## src/rtl/uart_rx_pkg.sv

```systemverilog
`default_nettype none
// ============================================================================
// Module   : uart_rx_pkg
// Purpose  : Shared definitions for the 8N1 UART receiver: frame format,
//            FSM state encoding and the bit-period helper used to derive
//            CYCLE/HALF from CLK_FREQ and BOUD_RATE (same formula as uart_tx).
// Ports    : none (package)
// Revision : 1.0 - initial release
// ============================================================================
package uart_rx_pkg;

  localparam int DATA_BITS = 8;

  // 2-bit receiver state encoding
  typedef enum logic [1:0] {
    ST_IDLE  = 2'd0,
    ST_START = 2'd1,
    ST_DATA  = 2'd2,
    ST_STOP  = 2'd3
  } rx_state_e;

  // Clocks per bit, integer division so TX and RX agree exactly
  function automatic int calc_cycle(input int clk_freq, input int baud);
    return clk_freq / baud;
  endfunction

endpackage
`default_nettype wire

```

## src/rtl/uart_rx_sync_2ff.sv

```systemverilog
`default_nettype none
// ============================================================================
// Module   : sync_2ff
// Purpose  : Generic two-stage synchronizer for an asynchronous 1-bit input.
//            Both stages reset to INIT so an idle-high line does not show a
//            spurious edge when reset is released.
// Ports    : clk   in  system clock
//            rst_n in  synchronous active-low reset
//            d     in  asynchronous input
//            q     out synchronized output (second stage)
// Revision : 1.0 - initial release
// ============================================================================
module sync_2ff #(
  parameter logic INIT = 1'b1
) (
  input  logic clk,
  input  logic rst_n,
  input  logic d,
  output logic q
);

  logic stage1_d, stage1_q;
  logic stage2_d, stage2_q;

  always_comb begin
    stage1_d = d;
    stage2_d = stage1_q;
  end

  always_ff @(posedge clk) begin
    if (!rst_n) begin
      stage1_q <= INIT;
      stage2_q <= INIT;
    end else begin
      stage1_q <= stage1_d;
      stage2_q <= stage2_d;
    end
  end

  assign q = stage2_q;

endmodule
`default_nettype wire

```

## src/rtl/uart_rx.sv

```systemverilog
`default_nettype none
// ============================================================================
// Module   : uart_rx
// Purpose  : 8N1 UART receiver. Synchronizes rx_pin, detects the start-bit
//            falling edge, samples each bit at its centre and delivers the
//            byte with a 1-clk valid pulse, or a 1-clk frame_err pulse when
//            the stop bit is low.
// Ports    : clk       in   system clock
//            rst_n     in   synchronous active-low reset
//            rx_pin    in   asynchronous serial input, idle high
//            data      out  [7:0] last good byte, held until the next one
//            valid     out  1-clk pulse, data updated
//            frame_err out  1-clk pulse, stop bit sampled low
//            busy      out  high while a frame is being received
// Revision : 1.0 - initial release
// ============================================================================
module uart_rx
  import uart_rx_pkg::*;
#(
  parameter int CLK_FREQ  = 27_000_000,
  parameter int BOUD_RATE = 115200
) (
  input  logic       clk,
  input  logic       rst_n,
  input  logic       rx_pin,
  output logic [7:0] data,
  output logic       valid,
  output logic       frame_err,
  output logic       busy
);

  localparam int CYCLE = calc_cycle(CLK_FREQ, BOUD_RATE);
  localparam int HALF  = CYCLE / 2;
  localparam int CNT_W = $clog2(CYCLE);

  localparam logic [CNT_W-1:0] CYCLE_LAST = CNT_W'(CYCLE - 1);
  localparam logic [CNT_W-1:0] HALF_LAST  = CNT_W'(HALF - 1);
  localparam logic [2:0]       BIT_LAST   = 3'(DATA_BITS - 1);

  logic rx_s;

  rx_state_e        state_d,     state_q;
  logic [CNT_W-1:0] cnt_d,       cnt_q;
  logic [2:0]       bit_idx_d,   bit_idx_q;
  logic [7:0]       shift_d,     shift_q;
  logic [7:0]       data_d,      data_q;
  logic             valid_d,     valid_q;
  logic             frame_err_d, frame_err_q;
  logic             rx_d_d,      rx_d_q;

  sync_2ff #(
    .INIT (1'b1)
  ) u_sync_rx (
    .clk   (clk),
    .rst_n (rst_n),
    .d     (rx_pin),
    .q     (rx_s)
  );

  // State register
  always_ff @(posedge clk) begin
    if (!rst_n) begin
      state_q     <= ST_IDLE;
      cnt_q       <= '0;
      bit_idx_q   <= '0;
      shift_q     <= '0;
      data_q      <= '0;
      valid_q     <= 1'b0;
      frame_err_q <= 1'b0;
      rx_d_q      <= 1'b1;
    end else begin
      state_q     <= state_d;
      cnt_q       <= cnt_d;
      bit_idx_q   <= bit_idx_d;
      shift_q     <= shift_d;
      data_q      <= data_d;
      valid_q     <= valid_d;
      frame_err_q <= frame_err_d;
      rx_d_q      <= rx_d_d;
    end
  end

  // Next-state logic
  always_comb begin
    state_d     = state_q;
    cnt_d       = cnt_q;
    bit_idx_d   = bit_idx_q;
    shift_d     = shift_q;
    data_d      = data_q;
    valid_d     = 1'b0;
    frame_err_d = 1'b0;
    rx_d_d      = rx_s;

    case (state_q)
      ST_IDLE: begin
        // Edge-based: a line stuck low cannot retrigger a new frame
        if (rx_d_q && !rx_s) begin
          state_d = ST_START;
          cnt_d   = '0;
        end
      end

      ST_START: begin
        if (cnt_q == HALF_LAST) begin
          cnt_d     = '0;
          bit_idx_d = '0;
          // Still low at mid start bit: genuine start, else a glitch
          state_d   = rx_s ? ST_IDLE : ST_DATA;
        end else begin
          cnt_d = cnt_q + 1'b1;
        end
      end

      ST_DATA: begin
        if (cnt_q == CYCLE_LAST) begin
          cnt_d              = '0;
          shift_d[bit_idx_q] = rx_s;
          if (bit_idx_q == BIT_LAST) begin
            state_d = ST_STOP;
          end else begin
            bit_idx_d = bit_idx_q + 1'b1;
          end
        end else begin
          cnt_d = cnt_q + 1'b1;
        end
      end

      ST_STOP: begin
        // Leave at mid stop bit so a back-to-back start edge is not missed
        if (cnt_q == CYCLE_LAST) begin
          cnt_d   = '0;
          state_d = ST_IDLE;
          if (rx_s) begin
            data_d  = shift_q;
            valid_d = 1'b1;
          end else begin
            frame_err_d = 1'b1;
          end
        end else begin
          cnt_d = cnt_q + 1'b1;
        end
      end

      default: begin
        state_d = ST_IDLE;
        cnt_d   = '0;
      end
    endcase
  end

  // Outputs
  always_comb begin
    data      = data_q;
    valid     = valid_q;
    frame_err = frame_err_q;
    busy      = (state_q != ST_IDLE);
  end

endmodule
`default_nettype wire

```

## config.mk

```make
export PLATFORM = sky130hd
export DESIGN_NAME = uart_rx
export DESIGN_NICKNAME = d
export VERILOG_FILES = /design/src/rtl/uart_rx_pkg.sv /design/src/rtl/uart_rx_sync_2ff.sv /design/src/rtl/uart_rx.sv
export SDC_FILE = /design/constraint.sdc
export NUM_CORES = 1
export LEC_CHECK = 0
export CAP_MARGIN = 20
export CORE_MARGIN = 4
export CORE_UTILIZATION = 56
export CTS_BUF_LIST = sky130_fd_sc_hd__clkbuf_4 sky130_fd_sc_hd__clkbuf_8 sky130_fd_sc_hd__clkbuf_16
export CTS_CLUSTER_SIZE = 14
export DETAILED_ROUTE_END_ITERATION = 16
export PLACE_DENSITY = 0.78
export SLEW_MARGIN = 0
export SYNTH_ARGS = -nofsm -noshare
export SYNTH_HDL_FRONTEND = slang
export SYNTH_SLANG_ARGS = --single-unit
```

## constraint.sdc

```tcl
create_clock -name clk -period 1.85 [get_ports clk]
set_input_delay 0.185 -clock clk [delete_from_list [all_inputs] [get_ports clk]]
set_output_delay 0.185 -clock clk [all_outputs]
set_load 0.03 [all_outputs]
```

# Word level (Yosys, flattened, before mapping)
# Cells that the tools add are included.
# op_classes
div_mod_pow	0
shifts	0
muxes	20
n_addsub	2
mul	0
n_lt_le_gt_ge	2
eq_ne	12
n_reduce_logical	12
bitwise_logic	0
# op_table
operator	count
8-bit two-way mux	3
8-bit one-hot mux with 3 select lines	1
2-bit two-way mux	6
2-bit inequality test, second input constant	6
3-bit two-way mux	3
8-bit by 1-bit adder with 8-bit output, second input constant	1
8-bit bitwise mux	1
8-bit by 7-bit == test with 1-bit output, second input constant	1
8-bit == test, second input constant	1
2-bit one-hot mux with 4 select lines	1
3-bit one-hot mux with 2 select lines	1
3-bit AND reduction	2
5-bit AND reduction	1
2-bit == test, second input constant	2
3-bit by 4-bit less-than comparator with 1-bit output, second input constant	1
4-bit AND reduction	1
2-bit nonzero test	2
3-bit by 1-bit adder with 3-bit output, second input constant	1
1-bit demux with 3-bit select	1
3-bit == test, second input constant	1
3-bit by 1-bit >= comparator with 1-bit output, second input constant	1
1-bit two-way mux	3
2-bit by 1-bit == test with 1-bit output, second input constant	1
1-bit logical AND	2
4 further kinds	4
# totals
latch_bits	0
ramBits	0
romBits	0
out_inout_bits	11
inputBits	3
word_cells	58
n_memories	0
regBits	34

# Longest topological paths before layout
# logic_depth
ltp_word	5
depth_mapped	7

# Hierarchy
# Synthesis repeated with hierarchy kept, for this count alone.
# unflattened
cells_unflattened	178
area_unflattened_um2	1684.1
# by_module_without_submodules
module	instances	seq_area_each_um2	area_each_um2	cells_per_inst
uart_rx	1	640.6	1631.6	174
sync_2ff	1	40.0	52.6	4

# Worst setup path before layout
# Ideal clock, no wire load.
# synth_timing
path_type	flip-flop to flip-flop
startpoint	reg cnt_q[0]
endpoint	reg shift_q[4]
arrival_time_ps	1450
synth_period_minus_slack_ps	1582
setup_time_ps	131
stages_incl_launch_ff	6
setup_slack_ps	268
n_path_buf	0
cell_sequence	dfxtp_1 > ha_1 > nand4_1 > or3_1 > o311ai_1 > o41ai_1
# synth_via
elab_chain_len	2
# synth_lines
element	line	rtl
from (decl)	uart_rx.sv:43	logic [CNT_W-1:0] cnt_d, cnt_q;
from (signal assigned)	uart_rx.sv:73	cnt_q <= cnt_d;
8-bit == test	uart_rx.sv:115	if (cnt_q == CYCLE_LAST) begin
2-bit AND reduction (no source line)	-	
to (signal assigned)	uart_rx.sv:75	shift_q <= shift_d;
to (decl)	uart_rx.sv:45	logic [7:0] shift_d, shift_q;
# No other way between the ends.
# A chain may end at the register's enable or synchronous reset.

# Worst setup path after layout
# layout_timing
startpoint	reg cnt_q[1]
endpoint	reg shift_q[1]
# The elaborated chain is that of the path after synthesis.

==> impl_metrics.env <==
export IMPL_synth_cell_area_mm2=0.00165
export IMPL_layout_cells_most_common="sky130_fd_sc_hd__dfxtp_1"
export IMPL_synth_top_cells_by_area="sky130_fd_sc_hd__dfxtp_1 (41%), sky130_fd_sc_hd__mux2i_1 (11%), sky130_fd_sc_hd__nand2_1 (5.0%), sky130_fd_sc_hd__nor2b_1 (4.6%), sky130_fd_sc_hd__ha_1 (3.8%)"
export IMPL_detail_route_first_pass_iterations=4
export IMPL_synthesis_nets=187
export IMPL_pwr_share_comb_pct=4.1
export IMPL_cts_max_level=2
export IMPL_worstMarginPinSlew_ns=0.474
export IMPL_synth_avg_cell_area_um2=9.21
export IMPL_setup_viol=0
export IMPL_maxSlewViolCount=0
export IMPL_clock_latency_ns=0.34
export IMPL_maximum_resistive_drop_on_vdd_v=0.000605
export IMPL_clock_root_buffer="sky130_fd_sc_hd__clkbuf_4"
export IMPL_maxCapViolations=0
export IMPL_wl_per_cell_um=14.2
export IMPL_fin_setup_tns_ns=0
export IMPL_cts_num_sinks=34
export IMPL_r2r_worst_path_cells=6
export IMPL_synthToLayoutAreaGrowth_pct=15.6
export IMPL_power_switching_fraction_pct=22.3
export IMPL_cp_max_fo=5
export IMPL_crit_end="shift_q[1]"
export IMPL_synth_seq_area_share_pct=41.3
export IMPL_crit_buf_inv=1
export IMPL_status="finished, final reports clean"
export IMPL_numPortBuffers=13
export IMPL_regToRegSetupSlack_ns=0.16
export IMPL_proportion_of_netlist_area_held_by_the_largest_area_contributor_pct=41.3
export IMPL_hold_path_cell_count=2
export IMPL_final_min_period_over_clock_period_pct=91.4
export IMPL_fin_nets=205
export IMPL_logic_depth_of_the_worst_path_buffers_included=6
export IMPL_die_h_um=62.2
export IMPL_static_leak_nw=0.709
export IMPL_stdcell_area_mm2=0.00191
export IMPL_num_vias=1341
export IMPL_critical_path_max_stage_delay_ns=0.35
export IMPL_crit_type="register to register"
export IMPL_floorplan_initialDensity_pct=59.2
export IMPL_netlist_instances=179
export IMPL_cts_inserted_buffers=5
export IMPL_cts_reportedPaths_clkPinSlew_ns=0.10
export IMPL_first_global_vias=1271
export IMPL_postPlaceCellArea_mm2=0.00183
export IMPL_globalRouteOverflowTotal=0
export IMPL_cp_arrival_ns=1.96
export IMPL_final_hold_viol_count=0
export IMPL_min_delay_path_class="input pin to register"
export IMPL_p_clk_share_pct=35.7
export IMPL_startpoint="cnt_q[1]"
export IMPL_yosysUniqueCellTypes=40
export IMPL_power_switching_w=0.000274
export IMPL_worstReg2RegEnd="shift_q[1]"
export IMPL_number_of_antenna_violations_at_the_first_check_in_global_routing=0
export IMPL_drtIter0Drc=39
export IMPL_cts_tree="built"
export IMPL_drc=0
export IMPL_cp_start_kind="register"
export IMPL_wire_length_of_the_first_global_routing_pass_um=5580
export IMPL_path_cells="inv_1 > ha_1 > and4_1 > nand3_1 > nor4_1 > mux2i_1"
export IMPL_synth_warnings=0
export IMPL_placeableCoreArea_mm2=0.00278
export IMPL_netlist_top_cell_by_area="sky130_fd_sc_hd__dfxtp_1"
export IMPL_p_per_area_mw_per_mm2=646
export IMPL_final_setup_skew_ns=0.00605
export IMPL_gr_usage_all_layers_pct=17.5
export IMPL_r2r_start="cnt_q[1]"
export IMPL_internal_power_w=0.000957
export IMPL_sequential_group_share_of_total_power_pct=60.2
export IMPL_ctsHoldBuffers=0
export IMPL_drtAntennaViolNets=0
export IMPL_max_freq_mhz=591
export IMPL_largest_net_degree_at_the_start_of_global_routing=20
export IMPL_path_delay_family="simple AND/OR/NAND/NOR gates"
export IMPL_dp_hpwl_um=2400
export IMPL_gp_congestion=0.875
export IMPL_horizontal_extent_of_the_die_um=62.2
export IMPL_antenna_diode_count=0
export IMPL_detail_route_vias_per_cell=5.86
export IMPL_ys_seq_elements=34
export IMPL_most_common_layout_cells="sky130_fd_sc_hd__dfxtp_1 (33), sky130_fd_sc_hd__nand2_1 (22), sky130_fd_sc_hd__mux2i_1 (18), sky130_fd_sc_hd__nor2b_1 (12), sky130_fd_sc_hd__clkdlybuf4s50_1 (12)"
export IMPL_critPathRequiredTime_ns=2.12
export IMPL_grt_setup_unrepaired="false"
export IMPL_die_area_mm2=0.00387
export IMPL_clock_path_buffers=2
export IMPL_floorplan_io_pins=14
export IMPL_drive_gt1_share_pct=13.1
export IMPL_timing_critical_path_slowest_stage_cell="sky130_fd_sc_hd__dfxtp_1"
export IMPL_slew_headroom_pct=68.3
export IMPL_crit_path_end_kind="register"
export IMPL_final_min_clock_period_ns=1.69
export IMPL_final_wirelength_um=3250
export IMPL_floorplan_rows=19
[cells by family after synthesis]
group	count (synthesis)	synth area share (%)
AOI/OAI and AO/OA	32	14.1
adders and majority gates	5	3.80
buffers and inverters	14	4.25
DFF	34	41.3
muxes	18	10.9
and+or+nand+nor	76	25.6
[area by class of cell]
class | count | area (um^2)
multi-input combinational | 131 | 913
fill | 233 | 876
sequential | 34 | 682
timing repair buffer | 22 | 196
clock buffer | 7 | 58.8
tap | 31 | 38.8
inverter | 3 | 11.3
clock inverter | 1 | 5.00
[power groups by stage]
stage          clock network (W)   logic, W  registers [W]
5_1_grt                 0.000490  0.0000562       0.000742
3_3_place_gp                   0  0.0000494       0.000757
2_1_floorplan                  0  0.0000359       0.000755
3_5_place_dp                   0  0.0000504       0.000757
6_report                0.000439  0.0000506       0.000741
4_1_cts                 0.000455  0.0000502       0.000740
[synth_stat cells]
cell type / count
sky130_fd_sc_hd__a211o_1: 2
sky130_fd_sc_hd__a21boi_0: 4
sky130_fd_sc_hd__a21boi_1: 4
sky130_fd_sc_hd__a21oi_1: 1
sky130_fd_sc_hd__a21oi_2: 1
sky130_fd_sc_hd__a31oi_1: 1
sky130_fd_sc_hd__and2_1: 3
sky130_fd_sc_hd__and3_1: 1
sky130_fd_sc_hd__and4_1: 2
sky130_fd_sc_hd__buf_2: 1
sky130_fd_sc_hd__buf_4: 2
sky130_fd_sc_hd__buf_6: 1
sky130_fd_sc_hd__clkbuf_1: 6
sky130_fd_sc_hd__clkbuf_2: 1
sky130_fd_sc_hd__dfxtp_1: 34
sky130_fd_sc_hd__ha_1: 5
sky130_fd_sc_hd__inv_1: 3
sky130_fd_sc_hd__mux2i_1: 18
sky130_fd_sc_hd__nand2_1: 22
sky130_fd_sc_hd__nand2b_1: 5
sky130_fd_sc_hd__nand3_1: 8
sky130_fd_sc_hd__nand3b_1: 1
sky130_fd_sc_hd__nand4_1: 4
sky130_fd_sc_hd__nor2_1: 4
sky130_fd_sc_hd__nor2b_1: 12
sky130_fd_sc_hd__nor3_1: 6
sky130_fd_sc_hd__nor3_2: 1
sky130_fd_sc_hd__nor3b_1: 1
sky130_fd_sc_hd__nor3b_2: 1
sky130_fd_sc_hd__nor4_1: 1
sky130_fd_sc_hd__nor4_2: 1
sky130_fd_sc_hd__o21a_1: 5
sky130_fd_sc_hd__o21ai_0: 3
sky130_fd_sc_hd__o22ai_1: 6
sky130_fd_sc_hd__o311a_1: 1
sky130_fd_sc_hd__o311ai_1: 2
sky130_fd_sc_hd__o41ai_1: 2
sky130_fd_sc_hd__or2_2: 1
sky130_fd_sc_hd__or3_1: 1
sky130_fd_sc_hd__or3b_4: 1
[flip-flops by register name, indices dropped and copies added (netlist names), named ones only]
name	cells
cnt_q	8
data	8
shift_q	8
bit_idx_q	3
frame_err	1
rx_d_q	1
state_q	1
u_sync_rx.q	1
u_sync_rx.stage1_q	1
valid	1
[per-layer routing]
metal | GRT usage [%] | part of all wire, % | vias to the layer above
met5 | 0 | 0 | -
met4 | 6.50 | 1.6 | 0
met3 | 5.23 | 4.1 | 7
met2 | 28.2 | 48 | 22
met1 | 21.7 | 46 | 634
li1 | - | - | 678
[metrics by stage]
| stage | utilization (%) | hold slack [ns] | power, W | setup WS [ns] | cells |
|---|---|---|---|---|---|
| after detailed placement | 65.6 | 0.431 | 0.000808 | 0.141 | 221 |
| after global placement | 65.6 | 0.393 | 0.000806 | 0.188 | 221 |
| after floorplan | - | 0.286 | 0.000791 | 0.268 | 179 |
| after global routing | 68.5 | 0.423 | 0.00129 | 0.0187 | 229 |
| after CTS | 67.9 | 0.413 | 0.00125 | 0.111 | 229 |
| final | 68.5 | 0.416 | 0.00123 | 0.159 | 229 |
[how the worst min path moves through the flow]
| stage | startpoint | to |
|---|---|---|
| detailed placement | u_sync_rx.stage1_q | u_sync_rx.q |
| CTS | rx_pin | u_sync_rx.stage1_q |
| floorplan | rx_pin | u_sync_rx.stage1_q |
| finish | rx_pin | u_sync_rx.stage1_q |
| global route | rx_pin | u_sync_rx.stage1_q |
| global placement | u_sync_rx.stage1_q | u_sync_rx.q |
[repair_timing]
| item | in CTS | in global routing |
|---|---|---|
| endpoints found under the setup margin | 1 | 5 |
| setup buffers | 0 | 0 |
| resized for setup | 1 | 4 |
| pin swaps | 0 | 0 |
No activity file was read; power rests on OpenSTA's default activity.
